### config.mk
export PLATFORM = sky130hd
export DESIGN_NAME = mips_cpu_writeback
export DESIGN_NICKNAME = d
export VERILOG_FILES = /design/src/rtl/mips_cpu_writeback_pkg.sv /design/src/rtl/mips_cpu_load_align.sv /design/src/rtl/mips_cpu_writeback.sv
export SDC_FILE = /design/constraint.sdc
export NUM_CORES = 1
export LEC_CHECK = 0
export CAP_MARGIN = 20
export CORE_UTILIZATION = 28
export DETAILED_ROUTE_END_ITERATION = 16
export PLACE_DENSITY = 0.55
export SLEW_MARGIN = 20
export SYNTH_ARGS = -nofsm -noshare
export SYNTH_HDL_FRONTEND = slang
export SYNTH_SLANG_ARGS = --single-unit
export TNS_END_PERCENT = 5
### constraint.sdc
create_clock -name clk -period 3.5 [get_ports clk]
set_input_delay 0.525 -clock clk [delete_from_list [all_inputs] [get_ports clk]]
set_output_delay 0.525 -clock clk [all_outputs]
set_load 0.02 [all_outputs]
### src/rtl/mips_cpu_writeback_pkg.sv
// Shared types and constants for the writeback stage and its load aligner.
package wb_pkg;

  // Load kinds as issued by the memory stage
  typedef enum logic [2:0] {
    LB  = 3'd0,
    LBU = 3'd1,
    LH  = 3'd2,
    LHU = 3'd3,
    LW  = 3'd4,
    LWL = 3'd5,
    LWR = 3'd6
  } ld_type_t;

  // Merge sequencer states
  typedef enum logic [1:0] {
    S_IDLE  = 2'd0,
    S_RD    = 2'd1,
    S_MERGE = 2'd2
  } state_t;

  localparam logic [4:0] REG_ZERO = 5'd0;

  // True for the unaligned loads that must combine with the old register value
  function automatic logic is_merge_load(input ld_type_t t);
    return (t == LWL) || (t == LWR);
  endfunction

endpackage

### src/rtl/mips_cpu_load_align.sv
// Combinational load extension and LWL/LWR merge: picks the addressed byte or
// half out of the aligned memory word, or blends the word into the old value.
module mips_cpu_load_align
  import wb_pkg::*;
(
  input  ld_type_t    ld_type,
  input  logic [1:0]  ld_offset,
  input  logic [31:0] ld_word,
  input  logic [31:0] old_data,
  output logic [31:0] result
);

  logic [1:0]  lwl_ofs_s;
  logic [4:0]  byte_sh_s;
  logic [4:0]  half_sh_s;
  logic [4:0]  lwl_sh_s;
  logic [31:0] word_byte_s;
  logic [31:0] word_half_s;
  logic [7:0]  byte_s;
  logic [15:0] half_s;

  // LWL shifts by the bytes *above* the offset, LWR by the bytes below it
  assign lwl_ofs_s   = 2'd3 - ld_offset;
  assign byte_sh_s   = {ld_offset, 3'b000};
  assign half_sh_s   = {ld_offset[1], 4'b0000};
  assign lwl_sh_s    = {lwl_ofs_s, 3'b000};
  assign word_byte_s = ld_word >> byte_sh_s;
  assign word_half_s = ld_word >> half_sh_s;
  assign byte_s      = word_byte_s[7:0];
  assign half_s      = word_half_s[15:0];

  // Select extension or merge by load kind; unknown codes behave as LW
  always_comb begin
    result = ld_word;
    case (ld_type)
      LB:      result = {{24{byte_s[7]}}, byte_s};
      LBU:     result = {24'h000000, byte_s};
      LH:      result = {{16{half_s[15]}}, half_s};
      LHU:     result = {16'h0000, half_s};
      LW:      result = ld_word;
      LWL:     result = (ld_word << lwl_sh_s) |
                        (old_data & ~(32'hFFFF_FFFF << lwl_sh_s));
      LWR:     result = (ld_word >> byte_sh_s) |
                        (old_data & ~(32'hFFFF_FFFF >> byte_sh_s));
      default: result = ld_word;
    endcase
  end

endmodule

### src/rtl/mips_cpu_writeback.sv
// Writeback initiator: arbitrates ALU results and load completions onto the
// single register-file write port. LWL/LWR read the old destination value
// through read port B before writing the merged word.
module mips_cpu_writeback
  import wb_pkg::*;
#(
  parameter int DATA_W = 32,
  parameter int ADDR_W = 5
) (
  input  logic              clk,
  input  logic              reset,
  input  logic              alu_valid,
  output logic              alu_ready,
  input  logic [ADDR_W-1:0] alu_dest,
  input  logic [DATA_W-1:0] alu_data,
  input  logic              ld_valid,
  output logic              ld_ready,
  input  logic [ADDR_W-1:0] ld_dest,
  input  ld_type_t          ld_type,
  input  logic [1:0]        ld_offset,
  input  logic [DATA_W-1:0] ld_word,
  output logic [ADDR_W-1:0] rf_read_addr,
  input  logic [DATA_W-1:0] rf_read_data,
  output logic              writeEnable,
  output logic [ADDR_W-1:0] writeAddress,
  output logic [DATA_W-1:0] dataIn,
  output logic              busy
);

  state_t            state_r;
  state_t            state_n_s;
  logic              wr_en_r;
  logic [ADDR_W-1:0] wr_addr_r;
  logic [DATA_W-1:0] wr_data_r;
  logic [ADDR_W-1:0] rd_addr_r;
  ld_type_t          lat_type_r;
  logic [1:0]        lat_ofs_r;
  logic [DATA_W-1:0] lat_word_r;

  logic              idle_s;
  logic              ld_accept_s;
  logic              alu_accept_s;
  logic              ld_merge_s;
  ld_type_t          align_type_s;
  logic [1:0]        align_ofs_s;
  logic [DATA_W-1:0] align_word_s;
  logic [DATA_W-1:0] align_result_s;

  // Loads are older than the ALU op in flight, so they win the port
  assign idle_s       = (state_r == S_IDLE);
  assign ld_ready     = idle_s;
  assign alu_ready    = idle_s & ~ld_valid;
  assign ld_accept_s  = ld_valid & ld_ready;
  assign alu_accept_s = alu_valid & alu_ready;
  assign ld_merge_s   = is_merge_load(ld_type);

  // Aligner sees the live load while idle and the latched one while merging
  always_comb begin
    align_type_s = ld_type;
    align_ofs_s  = ld_offset;
    align_word_s = ld_word;
    if (state_r == S_MERGE) begin
      align_type_s = lat_type_r;
      align_ofs_s  = lat_ofs_r;
      align_word_s = lat_word_r;
    end else begin
      align_type_s = ld_type;
      align_ofs_s  = ld_offset;
      align_word_s = ld_word;
    end
  end

  mips_cpu_load_align u_align (
    .ld_type   (align_type_s),
    .ld_offset (align_ofs_s),
    .ld_word   (align_word_s),
    .old_data  (rf_read_data),
    .result    (align_result_s)
  );

  // Next-state logic; a merge to r0 is swallowed without a read
  always_comb begin
    state_n_s = state_r;
    case (state_r)
      S_IDLE: begin
        if (ld_accept_s && ld_merge_s && (ld_dest != REG_ZERO)) begin
          state_n_s = S_RD;
        end else begin
          state_n_s = S_IDLE;
        end
      end
      S_RD:    state_n_s = S_MERGE;
      S_MERGE: state_n_s = S_IDLE;
      default: state_n_s = S_IDLE;
    endcase
  end

  // State, request latch and registered write port
  always_ff @(posedge clk) begin
    if (reset) begin
      state_r    <= S_IDLE;
      wr_en_r    <= 1'b0;
      wr_addr_r  <= REG_ZERO;
      wr_data_r  <= 32'h0000_0000;
      rd_addr_r  <= REG_ZERO;
      lat_type_r <= LW;
      lat_ofs_r  <= 2'd0;
      lat_word_r <= 32'h0000_0000;
    end else begin
      state_r <= state_n_s;
      wr_en_r <= 1'b0;
      case (state_r)
        S_IDLE: begin
          if (ld_accept_s) begin
            if (ld_merge_s) begin
              if (ld_dest != REG_ZERO) begin
                rd_addr_r  <= ld_dest;
                lat_type_r <= ld_type;
                lat_ofs_r  <= ld_offset;
                lat_word_r <= ld_word;
              end
            end else begin
              wr_en_r   <= (ld_dest != REG_ZERO);
              wr_addr_r <= ld_dest;
              wr_data_r <= align_result_s;
            end
          end else if (alu_accept_s) begin
            wr_en_r   <= (alu_dest != REG_ZERO);
            wr_addr_r <= alu_dest;
            wr_data_r <= alu_data;
          end
        end
        S_MERGE: begin
          wr_en_r   <= 1'b1;
          wr_addr_r <= rd_addr_r;
          wr_data_r <= align_result_s;
        end
        default: ;
      endcase
    end
  end

  assign writeEnable  = wr_en_r;
  assign writeAddress = wr_addr_r;
  assign dataIn       = wr_data_r;
  assign rf_read_addr = rd_addr_r;
  assign busy         = ~idle_s;

endmodule

Yosys cells after proc, flatten, opt, wreduce, memory -nomap -nowiden
Index checks and enable logic that the tools add are counted.
Widths: inputs -> output; s select.

word-level totals
  input bits = 115
  RAM bits = 0
  memory bits (read-only) = 0
  register bits = 82
  memories = 0
  output and inout bits = 46
  logic and storage cells = 64
  latch bits = 0

cells by class
  reductions and logical operators = 10
  divide/modulo/power cells = 0
  mux-type cells = 18
  eq/ne operators = 11
  $lt $le $gt $ge = 0
  shift operators = 5
  add/subtract/negate cells = 1
  multiply operators = 0
  bitwise logic cells = 11

operators by type and width
  operator               number
  $pmux 32 s6            1
  $mux 32                4
  $and 32x32->32         2
  $not 32->32            2
  $or 32x32->32          2
  $pmux 32 s2            1
  $shl 32x5->32          1
  $shl 32x5->32 const A  1
  $shr 32x5->16          1
  $shr 32x5->32          1
  $shr 32x5->32 const A  1
  $mux 5                 3
  $eq 3x3->1 const B     4
  $pmux 5 s2             1
  $reduce_bool 5->1      2
  $eq 3x2->1 const B     2
  $mux 1                 4
  $pmux 2 s2             1
  $reduce_and 4->1       1
  $and 1x1->1            3
  $eq 3x1->1 const B     1
  $logic_not 3->1        1
  $mux 3                 1
  $ne 3x1->1 const B     1
  other kinds (12)       14

Longest topological paths before layout
Gate-level depths: netlist of the first run.

  word-level depth = 11
  gate-level depth with buffers = 11

By module
Synthesis of the first run repeated with hierarchy kept, for this count alone.

unflattened totals
  cells, all modules = 692
  area total of the unflattened synthesis = 6149.6 um^2

by module, submodules not included
  module               area an instance (um^2)  cells an instance  instances
  mips_cpu_writeback   4081.4                   437                1
  mips_cpu_load_align  2068.2                   255                1

Worst setup path after synthesis of the first run
Ideal clock, no wire load.

  kind = input to register
  from = in ld_offset[1]
  to = reg wr_data_r[18], in the netlist dataIn[18]
  library setup time = 125 ps
  stages on the path = 7
  arrival time = 2137 ps
  setup slack = 1238 ps
  required time = 3375 ps
  path through = buf_2 > mux2_2 > nor3_2 > nor4_4 > a21boi_4 > nand2b_1 > o41a_1

on the way
  word-level cells in the longest chain between the ends = 10

ends and longest elaborated chain
  what                  line                       RTL
  start, declared       mips_cpu_writeback.sv:20   input logic [1:0] ld_offset,
  $mux 2 *              mips_cpu_writeback.sv:62   if (state_r == S_MERGE) begin
  $sub 2x2->2           mips_cpu_load_align.sv:23  assign lwl_ofs_s = 2'd3 - ld_offset;
  $shl 32x5->32         mips_cpu_load_align.sv:42  (old_data & ~(32'hFFFF_FFFF << lwl_sh_s));
  $not 32->32           mips_cpu_load_align.sv:42
  $and 32x32->32        mips_cpu_load_align.sv:42
  $or 32x32->32         mips_cpu_load_align.sv:41  LWL: result = (ld_word << lwl_sh_s) |
  $pmux 32 s6 *         mips_cpu_load_align.sv:35  case (ld_type)
  $mux 32               mips_cpu_writeback.sv:115  if (ld_merge_s) begin
  $mux 32               mips_cpu_writeback.sv:114  if (ld_accept_s) begin
  $pmux 32 s2 *         mips_cpu_writeback.sv:112  case (state_r)
  end signal, assigned  mips_cpu_writeback.sv:125  wr_data_r <= align_result_s;
  end signal, assigned  mips_cpu_writeback.sv:130  wr_data_r <= alu_data;
  end signal, assigned  mips_cpu_writeback.sv:136  wr_data_r <= align_result_s;
  end, declared         mips_cpu_writeback.sv:34   logic [DATA_W-1:0] wr_data_r;

Every way passes the cells marked *; elsewhere a longest branch is shown, timed or not. The select of a mux whose other input is x is not followed.
A chain may end at the register's enable or synchronous reset.

Worst setup path after layout of the first run
  from = in ld_type[1]
  to = reg wr_data_r[8], in the netlist dataIn[8]

on the way
  word-level cells in the longest chain between the ends = 6

ends and longest elaborated chain
  what                                      line                       RTL
  start, declared                           mips_cpu_writeback.sv:19   input ld_type_t ld_type,
  $mux 3                                    mips_cpu_writeback.sv:62
  $eq 3x3->1, or another cell as far along  mips_cpu_load_align.sv:35
  $pmux 32 s6                               mips_cpu_load_align.sv:35
  $mux 32                                   mips_cpu_writeback.sv:115
  $mux 32                                   mips_cpu_writeback.sv:114
  $pmux 32 s2                               mips_cpu_writeback.sv:112

Parallel ways exist; a longest one is shown, timed or not. The select of a mux whose other input is x is not followed.

==> reports/qor.yml, run 1 <==
floorplanning:
  coreArea_um2: 23610
  initial_utilization_pct: 28.79
  ios: 161
  die-area_um2: 24910
  die_y_um: 157.8
  rows: 56
  die_x_um: 157.8
placement:
  dpl_cell_area_um2: 8712
  dp_hpwl_um: 22060
  place.gp.congestion: 0.9543
  port_buffers: 160
power_and_ir_drop:
  vdd_drop_max_v: 0.0001633
  power_density_nw_per_um2: 341.5
  power_leakage_nw: 3.178
setup_path:
  crit_type: "in2reg"
  cp-end-kind: "flip-flop"
  cp_max_fo: 9
  crit_arrival_ps: 3340
  start_kind: "primary input"
  cp.required_ps: 3740
finish:
  nets: 1136
  area_growth_pct: 32.51
  regArea_um2: 1643
  antenna_cells: 0
  drive_gt1_share_pct: 11.02
  multiInputGateArea_um2: 4743
  fillCellCount: 2454
  fin_area_um2: 9007
global_route:
  use_met3_pct: 6.187
  antenna_found_initial: 0
  grt_pass1_vias: 6999
  gr-max-usage-layer: "met1"
  use_met1_pct: 34.64
  grt_max_degree: 45
  grt_use_total_pct: 23.08
  met2_usage_pct: 31.57
  gr-total-overflow: 0
  grt_pass1_wl_um: 43210
logic_synthesis:
  syn_inst: 891
  syn_nets: 1006
  synth_warnings: 0
  netlist_area_um2: 6798
  synthTopCellsByCount: "nand2_1 (157), dfxtp_1 (82), mux2i_1 (79)"
  synth_edf_count: 0
  ys.flop_type: "dfxtp_1"
  syn_area_per_cell_um2: 7.629
  yosys.area.top_type: "dfxtp_1"
  synth_top_area_share_pct: 24.15
  seq_area_frac_synth_pct: 24.15
  ys_seq_elements: 82
  yosysMostFrequentCell: "nand2_1"
  async_flop_share_pct: 0
  yosysUniqueCellTypes: 77
  netlist_top_cells_area: "dfxtp_1 (24%), mux2i_1 (12%), nand2_1 (8.7%)"
drt:
  drt-vias-per-instance: 5.644
  ant_nets: 0
  wl_per_cell_um: 21.52
  drcViolationCount: 0
  drt_iter0_drc: 867
  vias: 7586
  wirelength_um: 28930
  first_pass_iters: 6
sta:
  relSlewSlack_pct: 27.58
  period_share_pct: 88.48
  final_hold_viol_count: 0
  worst_clock_skew_ps: 9.643
  setup_violations: 0
  rsz0062_at_grt: "false"
  drv_slew: 0
  tns_ps: 0
  worstMarginPinSlew_ps: 1086
  whs_ps: 443.1
  finalCriticalPeriod_ps: 3097
  fmax_mhz: 322.9
clock_network:
  clk_path_buf_depth: 2
  cts_inserted_buffers: 9
  tritoncts: "yes"
  cts_setup_buffers: 0
  cts_root_buf: "clkbuf_16"
  h-tree-depth: 3
  cts.repair.resized: 0
  clk_pin_slew_ps: 60
  clock_latency_ps: 360
  cts.sinks: 82
  hold_buffers: 0
run_status:
  status: "finished, final reports clean"
hold_path:
  hold_path.class: "reg2reg"
flow_run:
  cap_violations: 0
-- where the power goes --
part	total (mW)	leakage, nW	switching (mW)	internal [mW]
logic	1.03	2.36	0.576	0.456
registers	1.07	0.673	0.0651	1.00
clock network	0.977	0.140	0.411	0.566
-- per-layer routing --
layer	up-vias	wire, µm
li1	3590	-
met1	3531	13840
met2	433	11560
met3	32	3084
met4	0	441
met5	-	0
-- registers in the layout, summed over array words and instances, names as in the netlist --
| register | count |
|---|---|
| dataIn | 32 |
| lat_ofs_r | 2 |
| lat_type_r | 3 |
| lat_word_r | 32 |
| rf_read_addr | 5 |
| state_r | 2 |
| writeAddress | 5 |
| writeEnable | 1 |
-- final cells by class --
type | count | area share [%]
Multi-Input combinational cell | 724 | 52.66
Timing Repair Buffer | 199 | 21.20
Clock buffer | 10 | 2.653
Clock inverter | 5 | 0.6112
Inverter | 5 | 0.2084
Sequential cell | 82 | 18.24
Tap cell | 319 | 4.431
-- worst max-delay path: stages --
cell and delay [ps]:
clkdlybuf4s50_1 590, nand2b_1 230, o21ai_1 260, nand2_1 300, a2111oi_0 760, a2111oi_0 170, buf_4 190, a311oi_1 300
-- logic make-up after synthesis --
| kind of cell | Yosys count | share of synthesized area, % |
|---|---|---|
| flops | 82 | 24.15 |
| mux | 99 | 15.31 |
| buf+inv | 85 | 6.387 |
| compound gates | 313 | 32.39 |
| simple gates | 310 | 21.39 |
| xor+xnor | 2 | 0.3682 |
-- worst paths after layout --
kind / to / startpoint / cells after the start / slack [ps]
hold reg to reg: dataIn[7] / dataIn[7] / 2 / 440
setup reg to reg: dataIn[8] / state_r[0] / 7 / 420
hold / removal: dataIn[7] / dataIn[7] / 2 / 440
setup / recovery: dataIn[8] / ld_type[1] / 8 / 400
-- layout by cell type, fill, tap and decap left out, drive strengths merged, types with 20 or more instances in the layout --
cell type      count
a21oi             79
a221oi            43
buf               41
clkdlybuf4s50    158
dfxtp             82
mux2i             81
nand2            157
nor2              65
nor2b             20
o21ai             81
-- through the flow --
step,setup slack [ps],total power [mW],utilization [%],instances
after CTS,611.6,3.077,38.14,1344
after detailed placement,256.0,2.098,36.90,1329
after global placement,215.7,2.101,36.90,1329
after global routing,324.3,3.209,38.15,1344
final,403.2,3.076,38.15,1344
after floorplan,1238,1.629,-,891
No activity file was read; power rests on OpenSTA's default activity.
==> run 2, diff against run 1 <==
CTS_CLUSTER_DIAMETER = 200   (was not set)
==> results of run 2 <==
No change in the layout: final DEF, timing and power equal those of run 1.
==> run 3, diff against run 2 <==
CORE_MARGIN = 2   (was not set)
==> run 3 against run 2 <==
Compared with the run above: cell count down 0.15%; sequential power is essentially flat; critical path type is now reg2reg; sequential share of layout area is 0.099 points higher; final area shrank 0.54%; maximum frequency grew 2.0%; flip-flop and latch count stayed put; largest cell class unchanged; worst hold slack better by 8.9 ps; clock power shrank 4.1%; first-iteration DRC count down 6.7%; non-clock buffer count is 7 lower; power is 1.3% lower.
==> reports/qor.yml, run 3 (synthesis gave the netlist of run 1 again) <==
run_status:
  status: "finished, final reports clean"
clock_network:
  cts.sinks: 82  # unchanged
  cts_setup_buffers: 0  # unchanged
  cts_root_buf: "clkbuf_16"
  clk_pin_slew_ps: 70  # about the same
  cts_inserted_buffers: 9  # unchanged
  h-tree-depth: 3  # unchanged
  clk_path_buf_depth: 2  # unchanged
  tritoncts: "yes"
  clock_latency_ps: 360  # about the same
  cts.repair.resized: 0  # unchanged
  hold_buffers: 0  # unchanged
setup_path:
  crit_type: "reg2reg"
  crit_arrival_ps: 3270  # -70 ps
  cp.required_ps: 3730  # about the same
  cp_max_fo: 26  # +17
  start_kind: "flip-flop"
  cp-end-kind: "flip-flop"
sta:
  relSlewSlack_pct: 50.87  # +23 points
  worstMarginPinSlew_ps: 734.2  # -352.1 ps
  worst_clock_skew_ps: 14.55  # +4.904 ps
  finalCriticalPeriod_ps: 3036  # -60.81 ps
  final_hold_viol_count: 0  # unchanged
  setup_violations: 0  # unchanged
  fmax_mhz: 329.4  # +2.0%
  rsz0062_at_grt: "false"
  drv_slew: 0  # unchanged
  whs_ps: 452.0  # +8.891 ps
  setup_ws_ps: 464.0  # +60.81 ps
  tns_ps: 0  # unchanged
  period_share_pct: 86.74  # -1.7 points
placement:
  port_buffers: 160  # unchanged
  placed_cells: 1327  # -0.15%
  dp_hpwl_um: 22210  # +0.65%
  dpl_cell_area_um2: 8678  # -0.39%
  dp_worst_setup_slack_ps: 321.7  # +65.76 ps
  place.gp.congestion: 0.9178  # -3.8%
drt:
  wl_per_cell_um: 21.78  # +1.2%
  ant_nets: 0  # unchanged
  drcViolationCount: 0  # unchanged
  vias: 7545  # -0.54%
  drt_iter0_drc: 809  # -6.7%
  drt-vias-per-instance: 5.622  # -0.39%
  wirelength_um: 29230  # +1.1%
  first_pass_iters: 5  # -1
finish:
  instances_no_fill: 1342  # -0.15%
  final_common_cell: "clkdlybuf4s50_1"
  area_growth_pct: 31.79
  nets: 1129  # -0.62%
  drive_gt1_share_pct: 10.31  # -0.71 points
  antenna_cells: 0  # unchanged
  fin_area_um2: 8959  # -0.54%
  fin_util_pct: 37.16  # -0.98 points
  final_cell_mix: "clkdlybuf4s50_1 (158), nand2_1 (157), dfxtp_1 (81)"
global_route:
  grt_max_degree: 50  # +11%
  grt_pass1_vias: 6982  # -0.24%
  grt_use_total_pct: 22.39  # -0.69 points
  gr-total-overflow: 0  # unchanged
  grt_pass1_wl_um: 44770  # +3.6%
  antenna_found_initial: 0  # unchanged
hold_path:
  hold_path.class: "reg2reg"
floorplanning:
  die_x_um: 159.8  # +1.3%
  die_y_um: 159.8  # +1.3%
  ios: 161  # unchanged
  die-area_um2: 25540  # +2.6%
  rows: 57  # +1.8%
  initial_utilization_pct: 28.20  # -0.59 points
  coreArea_um2: 24110  # +2.1%
power_and_ir_drop:
  finalPower_mw: 3.037  # -1.3%
  power_density_nw_per_um2: 339.0  # -0.74%
  power_leakage_nw: 3.140  # -1.2%
  vdd_drop_max_v: 0.0001769  # +8.4%
flow_run:
  cap_violations: 0  # unchanged
[run 3: cell count changes in the layout (fill, tap and decap cells not counted), sizes merged]
cell    change
clkbuf      +2
bufinv      -1
buf         -7
clkinv      -2
inv         +1
[run 3: where the power goes]
part	internal, mW	switching, mW
sequential	1.00	0.0654
combinational	0.453	0.580
clock	0.519	0.417
total	1.97	1.06
[run 3: layout make-up]
class                   instances  area (µm²)
clock buffers                  12       256.5
clock inverters                 3       23.77
fillers                      2578       15150
inverters                       5       18.77
multi-input cells             724        4742
flip-flops and latches         82        1643
well taps                     324       405.4
repair buffers                192        1869
[run 3: metal layers]
metal  routed length (µm)  track usage, %  up-vias  share of wire (%)
met5                    0               0        -                  0
met4                  465           5.938        0                1.6
met3                 2571           4.156       22                8.8
met2                11580           30.17      368                 40
met1                14610           35.54     3578                 50
li1                     -               -     3577                  -
[run 3: worst paths after layout]
check / startpoint / end / slack [ps] / depth (start not counted)
max reg2reg: state_r[1] / dataIn[2] / 460 / 8
max: state_r[1] / dataIn[2] / 460 / 8
min reg2reg: dataIn[1] / dataIn[1] / 450 / 2
min: dataIn[1] / dataIn[1] / 450 / 2
[run 3: worst max-delay path: stages (launching register included)]
cell and delay (ps):
dfxtp_1 750, and2b_1 430, buf_4 400, buf_4 310
nand2_1 70, o21ai_0 130, o21ai_0 290, a2111oi_2 420
o21ai_1 100
